$ cat src/rtl/apb_upsizer_pkg.sv
// apb_upsizer_pkg
//   Shared types and constants for the 16-bit to 32-bit APB upsizer.
//   state_t : bridge FSM states.
//   op_t    : master-side operation (read / write).
//   PH_*    : master phase numbers within one flush / RMW / access chain.
//             0 = flush read, 1 = flush write, 2 = first main phase,
//             3 = second main phase (the write half of a read-modify-write).
package apb_upsizer_pkg;

  typedef enum logic [1:0] {
    IDLE     = 2'd0,
    M_SETUP  = 2'd1,
    M_ACCESS = 2'd2,
    RESP     = 2'd3
  } state_t;

  typedef enum logic {
    OP_RD = 1'b0,
    OP_WR = 1'b1
  } op_t;

  localparam int ADDR_W    = 8;
  localparam int SDATA_W   = 16;
  localparam int MDATA_W   = 32;
  localparam int WADDR_LSB = 2;

  localparam logic [1:0] PH_FLUSH_RD = 2'd0;
  localparam logic [1:0] PH_FLUSH_WR = 2'd1;
  localparam logic [1:0] PH_MAIN0    = 2'd2;
  localparam logic [1:0] PH_MAIN1    = 2'd3;

endpackage

$ cat src/rtl/apb_upsizer_mport.sv
// apb_upsizer_mport
//   Runs one APB master transfer (SETUP then ACCESS, held until pready_i).
//   A start_i pulse loads op/address/data and raises psel in the next cycle;
//   penable follows one cycle later. done_o is high in the cycle the completer
//   finishes (penable & pready); read data is captured on that edge.
//   start_i may be asserted in the done_o cycle to chain straight into the
//   SETUP of the next transfer.
// Ports:
//   clk, rst            clock, asynchronous active-high reset
//   start_i             begin a transfer with op_i / addr_i / wdata_i
//   op_i, addr_i, wdata_i  transfer command
//   pready_i, prdata_i  completer response
//   psel_o, penable_o, pwrite_o, paddr_o, pwdata_o  master APB outputs
//   done_o              transfer completes this cycle
//   rdata_o             data captured at the last completion
module apb_upsizer_mport
  import apb_upsizer_pkg::*;
#(
  parameter int AW = ADDR_W,
  parameter int DW = MDATA_W
) (
  input  logic          clk,
  input  logic          rst,
  input  logic          start_i,
  input  op_t           op_i,
  input  logic [AW-1:0] addr_i,
  input  logic [DW-1:0] wdata_i,
  input  logic          pready_i,
  input  logic [DW-1:0] prdata_i,
  output logic          psel_o,
  output logic          penable_o,
  output logic          pwrite_o,
  output logic [AW-1:0] paddr_o,
  output logic [DW-1:0] pwdata_o,
  output logic          done_o,
  output logic [DW-1:0] rdata_o
);

  logic          psel_q;
  logic          penable_q;
  logic          pwrite_q;
  logic [AW-1:0] paddr_q;
  logic [DW-1:0] pwdata_q;
  logic [DW-1:0] rdata_q;

  assign done_o = psel_q && penable_q && pready_i;

  always_ff @(posedge clk or posedge rst) begin
    if (rst) begin
      psel_q    <= 1'b0;
      penable_q <= 1'b0;
      pwrite_q  <= 1'b0;
      paddr_q   <= '0;
      pwdata_q  <= '0;
      rdata_q   <= '0;
    end else begin
      if (done_o) begin
        psel_q    <= 1'b0;
        penable_q <= 1'b0;
        rdata_q   <= prdata_i;
      end else if (psel_q && !penable_q) begin
        penable_q <= 1'b1;
      end
      // A chained start overrides the end-of-transfer clear above.
      if (start_i) begin
        psel_q    <= 1'b1;
        penable_q <= 1'b0;
        pwrite_q  <= (op_i == OP_WR);
        paddr_q   <= addr_i;
        pwdata_q  <= wdata_i;
      end
    end
  end

  assign psel_o    = psel_q;
  assign penable_o = penable_q;
  assign pwrite_o  = pwrite_q;
  assign paddr_o   = paddr_q;
  assign pwdata_o  = pwdata_q;
  assign rdata_o   = rdata_q;

endmodule

$ cat src/rtl/apb_upsizer.sv
// apb_upsizer
//   Bridges a 16-bit APB requester (suffix s) onto a 32-bit APB completer
//   (suffix m). Low-half writes are parked in a one-entry buffer and merged
//   with the following high-half write of the same word; lone high halves are
//   merged by read-modify-write. Any access that conflicts with a parked low
//   half first flushes it (read word, write {rd[31:16], wbuf}).
//   Optional macro APB_UPSIZER_RCACHE_EN keeps the upper half of the last
//   low-half read so that the following high-half read needs no master access.
// Ports:
//   PCLK, PRESET                     clock, asynchronous active-high reset
//   PSELs, PENABLEs, PWRITEs, PADDRs, PWDATAs -> PRDATAs, PREADYs   16-bit side
//   PSELm, PENABLEm, PWRITEm, PADDRm, PWDATAm <- PRDATAm, PREADYm   32-bit side
module apb_upsizer #(
  parameter int ADDR_W  = apb_upsizer_pkg::ADDR_W,
  parameter int SDATA_W = apb_upsizer_pkg::SDATA_W,
  parameter int MDATA_W = apb_upsizer_pkg::MDATA_W
) (
  input  logic               PCLK,
  input  logic               PRESET,
  input  logic               PSELs,
  input  logic               PENABLEs,
  input  logic               PWRITEs,
  input  logic [ADDR_W-1:0]  PADDRs,
  input  logic [SDATA_W-1:0] PWDATAs,
  output logic [SDATA_W-1:0] PRDATAs,
  output logic               PREADYs,
  output logic               PSELm,
  output logic               PENABLEm,
  output logic               PWRITEm,
  output logic [ADDR_W-1:0]  PADDRm,
  output logic [MDATA_W-1:0] PWDATAm,
  input  logic [MDATA_W-1:0] PRDATAm,
  input  logic               PREADYm
);

  import apb_upsizer_pkg::*;

  localparam int TW = ADDR_W - WADDR_LSB;

  // Sequence / request context
  state_t             state_q;
  logic [1:0]         seq_q;
  logic [1:0]         last_q;
  logic               mrd_q;
  logic               wr_q;
  logic               hi_q;
  logic [TW-1:0]      tag_q;
  logic [SDATA_W-1:0] wdata_q;
  logic               preadys_q;

  // Low-half write buffer
  logic [SDATA_W-1:0] wbuf_q;
  logic [TW-1:0]      wtag_q;
  logic               wvld_q;

`ifdef APB_UPSIZER_RCACHE_EN
  // High-half read cache
  logic [SDATA_W-1:0] rbuf_q;
  logic [TW-1:0]      rtag_q;
  logic               rvld_q;
  logic               hit_q;
  logic               done_wr;
  logic [TW-1:0]      done_tag;
`endif

  // Acceptance decode
  logic          accept;
  logic [TW-1:0] s_tag;
  logic          s_hi;
  logic          w_match;
  logic          need_flush;
  logic          rd_hit;
  logic          main_rd;
  logic          main_wr;
  logic          need_master;
  logic [1:0]    first_seq;
  logic [1:0]    last_seq;

  // Master phase command
  logic               in_idle;
  logic [TW-1:0]      cur_tag;
  logic [SDATA_W-1:0] cur_wdata;
  logic               cur_mrd;
  logic [1:0]         ph;
  logic               m_start;
  op_t                m_op;
  logic [TW-1:0]      m_tag;
  logic [MDATA_W-1:0] m_wdata;
  logic               m_done;
  logic [MDATA_W-1:0] m_rdata;

  // Byte lane bit 0 carries no meaning on a halfword bus.
  logic addr_lsb_unused;
  assign addr_lsb_unused = PADDRs[0];

  always_comb begin
    s_tag      = PADDRs[ADDR_W-1:WADDR_LSB];
    s_hi       = PADDRs[1];
    accept     = (state_q == IDLE) && PSELs && PENABLEs;
    w_match    = wvld_q && (wtag_q == s_tag);
    // Reads never see a parked low half; writes only conflict on another word.
    need_flush = wvld_q && (!PWRITEs || !w_match);
`ifdef APB_UPSIZER_RCACHE_EN
    // A flush to the cached word would invalidate the entry before the read.
    rd_hit = !PWRITEs && s_hi && rvld_q && (rtag_q == s_tag) &&
             !(need_flush && (wtag_q == rtag_q));
`else
    rd_hit = 1'b0;
`endif
    main_wr     = PWRITEs && s_hi;
    main_rd     = PWRITEs ? (s_hi && !w_match) : !rd_hit;
    need_master = need_flush || main_rd || main_wr;
    first_seq   = need_flush ? PH_FLUSH_RD : PH_MAIN0;
    if (main_rd && main_wr) begin
      last_seq = PH_MAIN1;
    end else if (main_rd || main_wr) begin
      last_seq = PH_MAIN0;
    end else begin
      last_seq = PH_FLUSH_WR;
    end
  end

  // The first phase is issued from the live request in the accept cycle;
  // chained phases use the latched copy. Chained writes take their merge
  // half straight from PRDATAm, which is valid in the completing cycle.
  always_comb begin
    in_idle   = (state_q == IDLE);
    cur_tag   = in_idle ? s_tag : tag_q;
    cur_wdata = in_idle ? PWDATAs : wdata_q;
    cur_mrd   = in_idle ? main_rd : mrd_q;
    ph        = in_idle ? first_seq : (seq_q + 2'd1);
    m_start   = (accept && need_master) ||
                ((state_q == M_ACCESS) && m_done && (seq_q != last_q));
    m_op      = OP_RD;
    m_tag     = cur_tag;
    m_wdata   = '0;
    case (ph)
      PH_FLUSH_RD: begin
        m_tag = wtag_q;
      end
      PH_FLUSH_WR: begin
        m_op    = OP_WR;
        m_tag   = wtag_q;
        m_wdata = {PRDATAm[MDATA_W-1:SDATA_W], wbuf_q};
      end
      PH_MAIN0: begin
        if (!cur_mrd) begin
          m_op    = OP_WR;
          m_wdata = {cur_wdata, wbuf_q};
        end
      end
      default: begin
        m_op    = OP_WR;
        m_wdata = {cur_wdata, PRDATAm[SDATA_W-1:0]};
      end
    endcase
  end

`ifdef APB_UPSIZER_RCACHE_EN
  // Phase finishing this cycle: is it a write, and to which word.
  always_comb begin
    done_wr  = (seq_q == PH_FLUSH_WR) || (seq_q == PH_MAIN1) ||
               ((seq_q == PH_MAIN0) && !mrd_q && wr_q);
    done_tag = (seq_q == PH_FLUSH_WR) ? wtag_q : tag_q;
  end
`endif

  always_ff @(posedge PCLK or posedge PRESET) begin
    if (PRESET) begin
      state_q   <= IDLE;
      seq_q     <= 2'd0;
      last_q    <= 2'd0;
      mrd_q     <= 1'b0;
      wr_q      <= 1'b0;
      hi_q      <= 1'b0;
      tag_q     <= '0;
      wdata_q   <= '0;
      preadys_q <= 1'b0;
      wbuf_q    <= '0;
      wtag_q    <= '0;
      wvld_q    <= 1'b0;
`ifdef APB_UPSIZER_RCACHE_EN
      rbuf_q    <= '0;
      rtag_q    <= '0;
      rvld_q    <= 1'b0;
      hit_q     <= 1'b0;
`endif
    end else begin
      case (state_q)
        IDLE: begin
          if (accept) begin
            tag_q   <= s_tag;
            hi_q    <= s_hi;
            wr_q    <= PWRITEs;
            wdata_q <= PWDATAs;
            mrd_q   <= main_rd;
            last_q  <= last_seq;
`ifdef APB_UPSIZER_RCACHE_EN
            hit_q   <= rd_hit;
`endif
            if (need_master) begin
              state_q <= M_SETUP;
              seq_q   <= first_seq;
            end else begin
              state_q   <= RESP;
              preadys_q <= 1'b1;
              if (PWRITEs && !s_hi) begin
                wbuf_q <= PWDATAs;
                wtag_q <= s_tag;
                wvld_q <= 1'b1;
              end
            end
          end
        end
        M_SETUP: begin
          state_q <= M_ACCESS;
        end
        M_ACCESS: begin
          if (m_done) begin
            // Buffer drains on the flush write or on the paired high write.
            if ((seq_q == PH_FLUSH_WR) || ((seq_q == PH_MAIN0) && !mrd_q && wr_q)) begin
              wvld_q <= 1'b0;
            end
`ifdef APB_UPSIZER_RCACHE_EN
            if (done_wr && (done_tag == rtag_q)) begin
              rvld_q <= 1'b0;
            end
`endif
            if (seq_q == last_q) begin
              state_q   <= RESP;
              preadys_q <= 1'b1;
              // Low write that had to flush first parks now (wins over clear).
              if (wr_q && !hi_q) begin
                wbuf_q <= wdata_q;
                wtag_q <= tag_q;
                wvld_q <= 1'b1;
              end
`ifdef APB_UPSIZER_RCACHE_EN
              if (!wr_q && !hi_q) begin
                rbuf_q <= PRDATAm[MDATA_W-1:SDATA_W];
                rtag_q <= tag_q;
                rvld_q <= 1'b1;
              end
`endif
            end else begin
              state_q <= M_SETUP;
              seq_q   <= seq_q + 2'd1;
            end
          end
        end
        RESP: begin
          state_q   <= IDLE;
          preadys_q <= 1'b0;
        end
        default: begin
          state_q <= IDLE;
        end
      endcase
    end
  end

  apb_upsizer_mport #(
    .AW(ADDR_W),
    .DW(MDATA_W)
  ) u_mport (
    .clk       (PCLK),
    .rst       (PRESET),
    .start_i   (m_start),
    .op_i      (m_op),
    .addr_i    ({m_tag, {WADDR_LSB{1'b0}}}),
    .wdata_i   (m_wdata),
    .pready_i  (PREADYm),
    .prdata_i  (PRDATAm),
    .psel_o    (PSELm),
    .penable_o (PENABLEm),
    .pwrite_o  (PWRITEm),
    .paddr_o   (PADDRm),
    .pwdata_o  (PWDATAm),
    .done_o    (m_done),
    .rdata_o   (m_rdata)
  );

  assign PREADYs = preadys_q;

  // Read data is driven only during a read response.
  always_comb begin
    PRDATAs = '0;
    if ((state_q == RESP) && !wr_q) begin
`ifdef APB_UPSIZER_RCACHE_EN
      if (hit_q) begin
        PRDATAs = rbuf_q;
      end else
`endif
      if (hi_q) begin
        PRDATAs = m_rdata[MDATA_W-1:SDATA_W];
      end else begin
        PRDATAs = m_rdata[SDATA_W-1:0];
      end
    end
  end

endmodule

$ cat config.mk
export PLATFORM = sky130hd
export DESIGN_NAME = apb_upsizer
export DESIGN_NICKNAME = d
export VERILOG_FILES = /design/src/rtl/apb_upsizer_pkg.sv /design/src/rtl/apb_upsizer_mport.sv /design/src/rtl/apb_upsizer.sv
export SDC_FILE = /design/constraint.sdc
export NUM_CORES = 1
export LEC_CHECK = 0
export CELL_PAD_IN_SITES_DETAIL_PLACEMENT = 0
export CELL_PAD_IN_SITES_GLOBAL_PLACEMENT = 1
export CORE_MARGIN = 2
export CORE_UTILIZATION = 46
export DETAILED_ROUTE_END_ITERATION = 16
export PLACE_DENSITY_LB_ADDON = 0.15
export SETUP_SLACK_MARGIN = 0.15
export SYNTH_ARGS = -nofsm -noshare
export SYNTH_HDL_FRONTEND = slang
export SYNTH_HIERARCHICAL = 1
export SYNTH_SLANG_ARGS = --single-unit
$ cat constraint.sdc
create_clock -name PCLK -period 7.4 [get_ports PCLK]
set_clock_uncertainty 0.15 [all_clocks]
set_input_delay 1.48 -clock PCLK [delete_from_list [all_inputs] [get_ports PCLK]]
set_output_delay 1.48 -clock PCLK [all_outputs]
set_load 0.01 [all_outputs]
==> results list <==
- The floorplan has 43 rows.
- In this run the tightest slew margin relative to its limit is a little under a third.
- In this run, post-CTS hold repair placed 0 buffers.
- Slack of the worst reg-to-reg path: 3.82 ns
* Pin count of the biggest net entering global routing: 76
* Post-route core utilization: between 60% and 70%
* Time the final worst path needs with I/O delays and setup: approximately 4.7 ns
- For the worst setup path, the data required time is around 7.6 ns.
- At the end of routability-driven placement, the weighted congestion stood at about 0.79.
* Worst-case clock buffer depth: 2
- Residual overflow from global routing: 0
- In this run the power density over the cells is around 190 nW/um^2.
- Along the worst hold path, the cell count comes to 1.
- Core Footprint: around 14000 sq um
* Smallest setup slack after layout: approximately 2.7 ns
* Delay-heaviest family, CP: buffers and inverters
- Using the TritonRoute via totals, the vias-per-cell ratio works out to 5.51.
* Final std cell area, no fill: between 8000 and 9000 sq um
- Arrival time at the worst endpoint: just under 5 ns
- Transition time of the tightest slew-check pin: 1.03 ns
* Setup-violating endpoint count in the final report: 0
- The run finished with clean final reports.
- Count of flip-flops with a built-in enable after synthesis: 0
- Based on the critical path, the design can be clocked at up to between 200 and 250 MHz.
* Drc violations: 0
* Classification of the worst-slack hold path: flop to flop
- Number of register bits inferred by synthesis: 130
* Worst setup path class: input port to flop
- Vias in the first global route: slightly below 5000
* Number of top-level pins: ~120
- Chip height: ~120 um
- Number of warnings printed during yosys synthesis: 6
- Cts bufs inserted: 17
- Async set or reset register ratio after synthesis: 100%
- The count of pins over their slew limit came to 0.
- IR drop worst, VDD: approximately 0.14 mV
- The final layout contains routed wiring with a total length of about 16000 um.
* Area growth from synthesis to final layout: 28.6%
- Count of TritonRoute iterations in the first routing pass: 4
- Once the clock tree was built, the setup fixing pass inserted 0 buffers.
* CP endpoint kind: flop
- Number of gates resized after cts: 0
- Leaving out fill and tap cells, the most frequent cells in the layout are sky130_fd_sc_hd__dfrtp_1, sky130_fd_sc_hd__clkdlybuf4s50_1, sky130_fd_sc_hd__mux2_2.
- After clock tree synthesis, the clock-pin slew on the worst setup and hold paths is around 0.05 ns.
- Worst path bufs/invs: 4
- Clock tree from TritonCTS: done
- The root buffer cell chosen for the clock tree is sky130_fd_sc_hd__clkbuf_16.
- Timing analysis after detailed placement gives a worst setup slack of around 2.2 ns.
- The worst setup path is launched from an input port.
- Vias: ~4500
* Antenna violations before repair: 0
* Number of cells on the worst reg-to-reg path: 10
* Placed Area: between 7000 and 8000 sq um
- Leakage component of the power: between 3 and 4 nW
- For this configuration, the core starts out at a cell density of a little under half.
* Inst Count DP: 782
- The first global-routing pass estimated around 26000 um of wire.
* Total number of nets in the final design: 685
- Once detail routing completed, the nets flagged for antenna violations numbered 0.
- Of the synthesized area, sequential elements account for around half.
* Number of H-tree branching levels: 4
- Non-Filler Instances: a little over 800
- The critical path crosses 11 cells after its start point.
- Synth Instances: about 500
* Maximum capacitance violations: 0
- The detailed router finished its first iteration with between 200 and 250 violations.
- The largest single stage delay on the critical path is between 0.7 and 0.8 ns.
- 0 antenna diodes ended up in the layout.
- Of all nets on the critical path, the largest fanout is 36.
- Most used flip-flop cell after synthesis: sky130_fd_sc_hd__dfrtp_1
* Final period util: between 60% and 70%
- The later pin in the worst-skew pair is clocked with a latency of 0.41 ns.
* Die width: around 120 um
- Critical Path Slowest Stage Cell: sky130_fd_sc_hd__a41oi_4
* Average cell area after synthesis: between 10 and 15 sq um
* Total GRT Usage: a little under a quarter
- Counting stages on the worst path, the most repeated cell is sky130_fd_sc_hd__nand2_1.
* Cell area after synthesis: roughly 6600 sq um
- The floorplan step defined a die boundary enclosing around 15000 sq um.
- Layout cells sized above 1: between 30 and 40%
* Most common cell after layout, fill and taps aside: sky130_fd_sc_hd__dfrtp_1
- TritonCTS Sinks: 130
- IO Port Bufs: 120
- The number of hold-slack violations in the final timing report was 0.
- Traced cell by cell, the critical path runs through clkdlybuf4s50_1 > and3_2 > buf_4 > nand2_1 > nand2_1 > nand2_1 > inv_2 > o311ai_1 > a41oi_4 > buf_4 > mux2_2.
- Dividing the detail-routed wire length by the instance count gives between 20 and 25 um.
- Placed wire-length estimate: ~11000 um
- The number of different library cells used by synthesis comes to 54.
* Setup repair after global routing missed its margin: no
- Sum Neg Setup Slack: 0 ns
[layout make-up]
| class | instances | area, sq um |
|---|---|---|
| clock buffers | 22 | 464 |
| clock inverters | 10 | 109 |
| fillers | 1121 | 5480 |
| inverters | 26 | 98.8 |
| multi-input cells | 318 | 3040 |
| flip-flops and latches | 130 | 3250 |
| well taps | 180 | 225 |
| repair buffers | 128 | 1260 |
[stage by stage]
stage | power, mW | hold WS [ns]
final | 1.59 | 0.353
after global routing | 1.65 | 0.369
after CTS | 1.61 | 0.358
after detailed placement | 0.790 | 0.343
after global placement | 0.789 | 0.340
after floorplan | 0.741 | 0.330
[sequential cells by signal, indices dropped and copies added (netlist names), 2 cells and up]
| signal | cells |
|---|---|
| seq_q | 2 |
| wbuf_q | 16 |
| state_q | 2 |
| u_mport/paddr_o | 8 |
| tag_q | 6 |
| u_mport/pwdata_o | 32 |
| wtag_q | 6 |
| u_mport/rdata_o | 32 |
| last_q | 2 |
| wdata_q | 16 |
[cells by family after synthesis]
logic type	share of synthesized area, %
mux	29.2
xor+xnor	1.18
fa+ha+maj	0.381
buf+inv	4.78
flops	49.5
simple gates	4.43
other cells	0.0570
compound gates	10.5
[power by group]
group          internal (mW)  total [mW]  switching (mW)
clock network          0.511       0.817           0.306
registers              0.711       0.711               0
logic                 0.0322      0.0651          0.0329
total                   1.25        1.59           0.339
[routing by layer]
metal  vias to the layer above  global-route usage (%)  part of all wire [%]
li1                       2067                       -                     -
met3                        11                    6.00                   5.4
met5                         -                       0                     0
met4                         0                    7.53                  0.89
met1                      2276                    30.5                    45
met2                       128                    37.0                    49
[worst paths after layout]
check | from | end
worst min register to register | u_mport/rdata_o[20] | u_mport/rdata_o[20]
max in group asynchronous | PRESET | u_mport/paddr_o[1]
worst max register to register | u_mport/psel_o | u_mport/pwdata_o[6]
min in group asynchronous | PRESET | wvld_q
worst min-delay path | u_mport/rdata_o[20] | u_mport/rdata_o[20]
worst max-delay path | PREADYm | u_mport/pwdata_o[6]
[cell usage after synthesis, types with 2 or more instances]
| master | number | share of area, % |
|---|---|---|
| sky130_fd_sc_hd__o2bb2ai_1 | 6 | 0.80 |
| sky130_fd_sc_hd__dfrtp_1 | 130 | 49 |
| sky130_fd_sc_hd__a22o_1 | 16 | 2.1 |
| sky130_fd_sc_hd__mux2_2 | 92 | 16 |
| sky130_fd_sc_hd__nor3_1 | 2 | 0.15 |
| sky130_fd_sc_hd__xnor2_1 | 7 | 0.93 |
| sky130_fd_sc_hd__nand2_1 | 13 | 0.74 |
| sky130_fd_sc_hd__o21ai_0 | 13 | 0.99 |
| sky130_fd_sc_hd__nor2_1 | 23 | 1.3 |
| sky130_fd_sc_hd__a21oi_1 | 5 | 0.38 |
| sky130_fd_sc_hd__a31oi_1 | 2 | 0.19 |
| sky130_fd_sc_hd__mux2_4 | 48 | 11 |
| sky130_fd_sc_hd__nand3_1 | 6 | 0.46 |
| sky130_fd_sc_hd__buf_12 | 3 | 0.91 |
| sky130_fd_sc_hd__ha_1 | 2 | 0.38 |
| sky130_fd_sc_hd__mux2i_1 | 16 | 2.4 |
| sky130_fd_sc_hd__o21ai_1 | 9 | 0.69 |
| sky130_fd_sc_hd__a22oi_1 | 23 | 2.6 |
| sky130_fd_sc_hd__clkbuf_1 | 5 | 0.29 |
| sky130_fd_sc_hd__and3_1 | 4 | 0.38 |
| sky130_fd_sc_hd__buf_6 | 4 | 0.69 |
| sky130_fd_sc_hd__buf_2 | 16 | 1.2 |
| sky130_fd_sc_hd__inv_1 | 25 | 1.4 |
| sky130_fd_sc_hd__a41oi_1 | 2 | 0.27 |
| sky130_fd_sc_hd__a21o_1 | 2 | 0.23 |
[worst reg2reg max path, cell delays in order, from the launching register on]
cell and delay, ns:
sky130_fd_sc_hd__dfrtp_1 0.38, sky130_fd_sc_hd__and3_2 0.19, sky130_fd_sc_hd__buf_4 0.54, sky130_fd_sc_hd__nand2_1 0.12, sky130_fd_sc_hd__nand2_1 0.07, sky130_fd_sc_hd__nand2_1 0.08
sky130_fd_sc_hd__inv_2 0.11, sky130_fd_sc_hd__o311ai_1 0.18, sky130_fd_sc_hd__a41oi_4 0.75, sky130_fd_sc_hd__buf_4 0.51, sky130_fd_sc_hd__mux2_2 0.39
Note: power is estimated with default switching activity, not from simulation.
